`src/rtl/div_sequencer.sv`:
```
`default_nettype none
// ============================================================================
// Module   : div_sequencer
// Brief    : Sequential unsigned restoring divider, one quotient bit per two
//            clocks (SHIFT then SUB), with divide-by-zero short cut.
// Revision : 1.0 - initial release
// ============================================================================
module div_sequencer #(
  parameter int WIDTH = 8
) (
  input  logic             clk,
  input  logic             reset,
  input  logic             start,
  input  logic [WIDTH-1:0] dividend,
  input  logic [WIDTH-1:0] divisor,
  output logic             busy,
  output logic             done,
  output logic [WIDTH-1:0] quotient,
  output logic [WIDTH-1:0] remainder,
  output logic             div_by_zero
);

  localparam int CW = $clog2(WIDTH + 1);
  localparam logic [CW-1:0] C_CNT_INIT = CW'(WIDTH);
  localparam logic [CW-1:0] C_CNT_LAST = CW'(1);

  typedef enum logic [1:0] {
    S_IDLE  = 2'd0,
    S_SHIFT = 2'd1,
    S_SUB   = 2'd2,
    S_DONE  = 2'd3
  } state_t;

  state_t            r_state;
  state_t            w_next;
  logic [WIDTH:0]    r_a;
  logic [WIDTH-1:0]  r_q;
  logic [WIDTH-1:0]  r_m;
  logic [CW-1:0]     r_cnt;
  logic [WIDTH:0]    w_diff;
  logic              w_last;
  logic              w_div_zero;

  assign w_diff     = r_a - {1'b0, r_m};
  assign w_last     = (r_cnt == C_CNT_LAST);
  assign w_div_zero = (divisor == '0);

  always_ff @(posedge clk) begin
    if (reset) r_state <= S_IDLE;
    else       r_state <= w_next;
  end

  always_comb begin
    w_next = r_state;
    busy   = 1'b0;
    done   = 1'b0;
    case (r_state)
      S_IDLE: begin
        if (start) w_next = w_div_zero ? S_DONE : S_SHIFT;
      end
      S_SHIFT: begin
        busy   = 1'b1;
        w_next = S_SUB;
      end
      S_SUB: begin
        busy   = 1'b1;
        w_next = w_last ? S_DONE : S_SHIFT;
      end
      S_DONE: begin
        done   = 1'b1;
        w_next = S_IDLE;
      end
      default: w_next = S_IDLE;
    endcase
  end

  // A negative trial difference leaves A untouched, so restoring is a select.
  always_ff @(posedge clk) begin
    if (reset) begin
      r_a         <= '0;
      r_q         <= '0;
      r_m         <= '0;
      r_cnt       <= '0;
      quotient    <= '0;
      remainder   <= '0;
      div_by_zero <= 1'b0;
    end else begin
      case (r_state)
        S_IDLE: begin
          if (start) begin
            if (w_div_zero) begin
              quotient    <= '1;
              remainder   <= dividend;
              div_by_zero <= 1'b1;
            end else begin
              r_a   <= '0;
              r_q   <= dividend;
              r_m   <= divisor;
              r_cnt <= C_CNT_INIT;
            end
          end
        end
        S_SHIFT: begin
          {r_a, r_q} <= {r_a[WIDTH-1:0], r_q, 1'b0};
        end
        S_SUB: begin
          r_cnt <= r_cnt - C_CNT_LAST;
          if (!w_diff[WIDTH]) begin
            r_a    <= w_diff;
            r_q[0] <= 1'b1;
          end else begin
            r_q[0] <= 1'b0;
          end
          if (w_last) begin
            quotient    <= {r_q[WIDTH-1:1], ~w_diff[WIDTH]};
            remainder   <= w_diff[WIDTH] ? r_a[WIDTH-1:0] : w_diff[WIDTH-1:0];
            div_by_zero <= 1'b0;
          end
        end
        default: ;
      endcase
    end
  end

endmodule
`default_nettype wire

```
`config.mk`:
```
export PLATFORM = sky130hd
export DESIGN_NAME = div_sequencer
export DESIGN_NICKNAME = d
export VERILOG_FILES = /design/src/rtl/div_sequencer.sv
export SDC_FILE = /design/constraint.sdc
export NUM_CORES = 1
export LEC_CHECK = 0
export CAP_MARGIN = 40
export CORE_MARGIN = 2
export CORE_UTILIZATION = 50
export DETAILED_ROUTE_END_ITERATION = 6
export MAX_ROUTING_LAYER = met4
export PLACE_DENSITY = 0.74
export SYNTH_ARGS = -nofsm -noshare
export SYNTH_HDL_FRONTEND = slang
export SYNTH_SLANG_ARGS = --single-unit
```
`constraint.sdc`:
```
create_clock -name clk -period 4.25 [get_ports clk]
set_input_delay 0.85 -clock clk [delete_from_list [all_inputs] [get_ports clk]]
set_output_delay 0.85 -clock clk [all_outputs]
set_load 0.01 [all_outputs]
```
== After elaboration in Yosys (flattened, before gate mapping) ==
Index checks and enable logic that the tools add are counted.
Cells by class
  add/subtract/negate cells: 2
  equal/unequal tests: 9
  mux-type cells: 31
  bitwise operators: 2
  reductions and logical operators: 12
Operators by type and width (count)
  8-bit 2-to-1 mux: 9
  8-bit one-hot mux with 2 select lines: 2
  9-bit 2-to-1 mux: 3
  9-bit one-hot mux with 3 select lines: 1
  7-bit one-hot mux with 2 select lines: 1
  3-bit AND reduction: 4
  2-bit inequality test (second input constant): 5
  9-bit by 8-bit subtractor with 9-bit output: 1
  8-bit zero test: 1
  4-bit 2-to-1 mux: 2
  2-bit one-hot mux with 4 select lines: 1
  4-bit one-hot mux with 2 select lines: 1
  4-bit AND reduction: 2
  1-bit 2-to-1 mux: 6
  2-bit 2-to-1 mux: 3
  2-bit == test (second input constant): 2
  4-bit by 1-bit == test with 1-bit output (second input constant): 1
  2-bit nonzero test: 2
  4-bit by 1-bit subtractor with 4-bit output (second input constant): 1
  1-bit one-hot mux with 3 select lines: 1
  3-bit nonzero test: 1
  2-bit by 1-bit == test with 1-bit output (second input constant): 1
  2-bit zero test: 1
  1-bit NOT: 2
  other kinds (2): 2
Storage, ports and cells
  register bits: 48
  input bits: 19
  output and inout port bits: 19
  word-level logic and storage cells: 65

== Depth between registers and ports, before layout ==
  depth in word-level cells: 4
  mapped depth: 10

== Worst setup path before layout ==
OpenSTA, ideal clock, no wires.
  path type: flip-flop to flip-flop
  start: register r_a[0]
  end: register remainder[0]
  setup time: 91 ps
  arrival time: 2187 ps
  required time: 4159 ps
  path slack: 1972 ps
  stages on the path, launching flop included: 11
  buffers on the path: 0
  period minus slack after synthesis: 2278 ps
  cell sequence: dfxtp_1 > inv_1 > ha_1 > inv_1 > fa_1 > a211oi_4 > o31ai_4 > and4_2 > nor2_2 > a22oi_1 > a311oi_1
On the way
  word-level cells in the longest chain between the ends: 4
RTL lines
  start, declared: line 36  | logic [WIDTH:0] r_a;
  start signal, assigned: line 104  | {r_a, r_q} <= {r_a[WIDTH-1:0], r_q, 1'b0};
  start signal, assigned: line 109  | r_a <= w_diff;
  9-bit by 8-bit subtractor with 9-bit output: line 44  | assign w_diff = r_a - {1'b0, r_m};
  8-bit 2-to-1 mux (*): line 116  | remainder <= w_diff[WIDTH] ? r_a[WIDTH-1:0] : w_diff[WIDTH-1:0];
  8-bit 2-to-1 mux (*): line 114  | if (w_last) begin
  8-bit one-hot mux with 2 select lines (*): line 88  | case (r_state)
  end signal, assigned: line 93  | remainder <= dividend;
  end signal, assigned: line 116
  end, declared: line 19  | output logic [WIDTH-1:0] remainder,
Every way passes the cells marked *; elsewhere a longest branch is shown, timed or not. The select of a mux whose other input is x is not followed.
A chain may end at the register's enable or synchronous reset.

== Worst setup path after layout ==
  start: input port divisor[3]
  end: register remainder[3]
On the way
  word-level cells in the longest chain between the ends: 3
RTL lines
  start, declared: line 15  | input logic [WIDTH-1:0] divisor,
  8-bit zero test: line 46  | assign w_div_zero = (divisor == '0);
  2-bit inequality test (no source line)
  4-bit AND reduction (no source line)
Every way passes these cells.

==> run summary <==
Crit path DAT = 2940 ps
Die Area = 0.00615 mm2
Initial DRT Pass Iterations = 4
Achievable Freq = 0.362 GHz
Num Clock Sinks = 48
Row count = 27
Min Hold Slack = 494 ps
Seq/Total Area, Yosys = 34.7%
Synthesized netlist cell count = 337
Die span in x = 78.4 um
Worst-path clk slew = 90 ps
Number of global-route vias before repair = 2424
Postcts setup bufs = 0
CTS Hold Bufs = 0
GPL Wtd Cong = 0.856
CP Capture Type = register
Initial Util = 50.9%
DP Area = 0.00319 mm2
Num CTS Buffers = 5
1st-iter DRT viols = 186
Worst Path Required = 4420 ps
Clock share of power = 19.3%
Main flop type after synthesis = dfxtp_1
Syn_area_per_cell = 8.21 um2
Status = finished clean
Setup CP Type = input port to register
Crit path time final = 2760 ps
Leak pwr = 1.20 nW
Period utilization = 65.1%
Max Cap Viol = 0
Worst skew pair latency = 300 ps
Final hold violation count = 0
Ys Warns = 0
Total track usage = 23.4%
Pwr per Cell Area = 446 mW/mm2
First-pass GRT wire length = 11.3 mm
Post-CTS Resized = 0
Seq pwr share = 37.5%
Clock root buffer = clkbuf_8
FFs w/ async S/R, synth = 0%
Gate power share = 43.2%
Vias per cell = 5.79
Int Power = 0.903 mW
Port bufs = 37
Max-slew headroom = 50.8%
Final non-filler cell area = 0.00328 mm2
Finished Core Util = 60.4%
Syn nets = 372
Area added between synthesis and finish = 18.6%
Routed WL per cell = 15.1 um
Die height = 78.4 um
RSZ-0062 raised after global routing = false
Final net count = 405
Setup slack at placement = 1130 ps
Placed insts = 435
Max H-tree Level = 2
Final worst setup slack = 1490 ps
Worst-margin pin slew = 736 ps
Final setup vio count = 0
Crit path launch type = input port
Max-slew violation count = 0
Worst VDD drop = 278 uV
GR Overflow Total = 0
Syn Std Cell Area = 0.00277 mm2
Switching share of power = 38.3%
Pin count of the biggest net entering global routing = 50
Non-filler cells, final = 442
Final WL = 6.69 mm
DP HPWL = 4.90 mm
Worst Skew = 11.6 ps
Post-synth EDFFs = 0
Pwr Total = 1.46 mW
CTS tree = built
Yosys reg bits = 48
Routed vias = 2560
Antenna diode count = 0
Drc violations = 0
Clock Path Buffers = 2
CORE AREA = 0.00544 mm2
Setup TNS = 0 ps
Initial antenna violation count = 0
Switching Power = 0.561 mW
Share of cells above drive strength 1 = 7.30%
Antenna-violating nets left = 0
Crit Path Max Fanout = 23
Distinct cells, synth = 55
I/O pins = 38
Worst Hold Class = register to register
-- synthesized netlist by cell type, types with 7 or more instances --
library cell  instances  area share (%)
mux2i_1              10             3.6
a211oi_1             11             3.0
nand3_1               9             1.6
nor2_1               64             8.7
a311oi_1              7             2.2
nand4_1               7             1.6
nor3_1               11             2.0
o21ai_0              16             2.9
a21oi_1              20             3.6
dfxtp_1              48              35
nand2_1              21             2.8
ha_1                 15             6.8
clkbuf_1             10             1.4
inv_1                16             2.2
-- routing by layer --
layer  GRT usage (%)  part of all wire (%)
met1            28.7                    45
met2            38.9                    49
met3            5.29                   4.7
met4            6.84                   1.6
met5               -                     0
-- registers in the layout (all words and copies together) (netlist names) --
signal       flops
quotient         8
r_q              8
r_m              8
r_a              9
remainder        8
r_cnt            4
r_state          2
div_by_zero      1
-- worst paths after layout --
kind | cells past startpoint | slack, ps | start | end
max | 7 | 1490 | divisor[3] | remainder[3]$_SDFFE_PP0P_
min | 2 | 490 | r_a[0]$_SDFFE_PP0P_ | remainder[0]$_SDFFE_PP0P_
max reg2reg | 10 | 1630 | r_a[0]$_SDFFE_PP0P_ | r_a[1]$_SDFFE_PP0P_
min reg2reg | 2 | 490 | r_a[0]$_SDFFE_PP0P_ | remainder[0]$_SDFFE_PP0P_
-- power groups by stage --
stage / clock, mW / combinational, mW / sequential [mW]
final: 0.282 / 0.633 / 0.549
after floorplan: 0 / 0.450 / 0.557
after global placement: 0 / 0.607 / 0.558
after detailed placement: 0 / 0.625 / 0.559
after global routing: 0.303 / 0.696 / 0.556
after CTS: 0.287 / 0.629 / 0.549
-- worst max-delay path, stage by stage --
cell and delay (ps):
clkdlybuf4s50_1 420, nor4_1 370, and2_1 290, a31oi_1 160
a21oi_4 520, mux2i_1 250, a21oi_1 80
-- area by class of cell --
type / instances / area [um2]
Timing Repair Buffer: 43 / 415
Clock buffer: 6 / 82.6
Fill cell: 502 / 2160
Sequential cell: 48 / 961
Multi-Input combinational cell: 256 / 1670
Clock inverter: 1 / 8.76
Inverter: 16 / 60.1
Tap cell: 72 / 90.1
-- layout by cell type (no fill, tap or decap), types with 3 or more instances in the layout --
cell	synthesis	layout
nand2_1	21	21
nand4_1	7	7
buf_4	2	6
nand2b_1	5	5
dfxtp_1	48	48
o21ai_0	16	16
ha_1	15	15
a2bb2oi_1	4	4
clkdlybuf4s50_1	0	37
inv_1	16	16
a311oi_1	7	7
nor3_1	11	11
nor2b_1	5	5
xor2_1	3	3
clkbuf_8	0	6
a21oi_1	20	20
nand3_1	9	9
a22oi_1	4	4
mux2i_1	10	10
nor2_1	64	64
a211oi_1	11	11
a21o_1	4	4
-- cell families (layout without fill, tap and decap cells) --
group / Yosys count / in the layout / share of synthesized area [%]
flip-flops: 48 / 48 / 34.7
XOR/XNOR: 4 / 4 / 1.27
multiplexers: 10 / 10 / 3.62
AND/OR/NAND/NOR: 135 / 135 / 22.8
buffers and inverters: 33 / 66 / 5.11
adder cells (fa/ha/maj): 16 / 16 / 7.50
AO/OA/AOI/OAI: 91 / 91 / 25.0
Power figures use the tool's default switching activity.
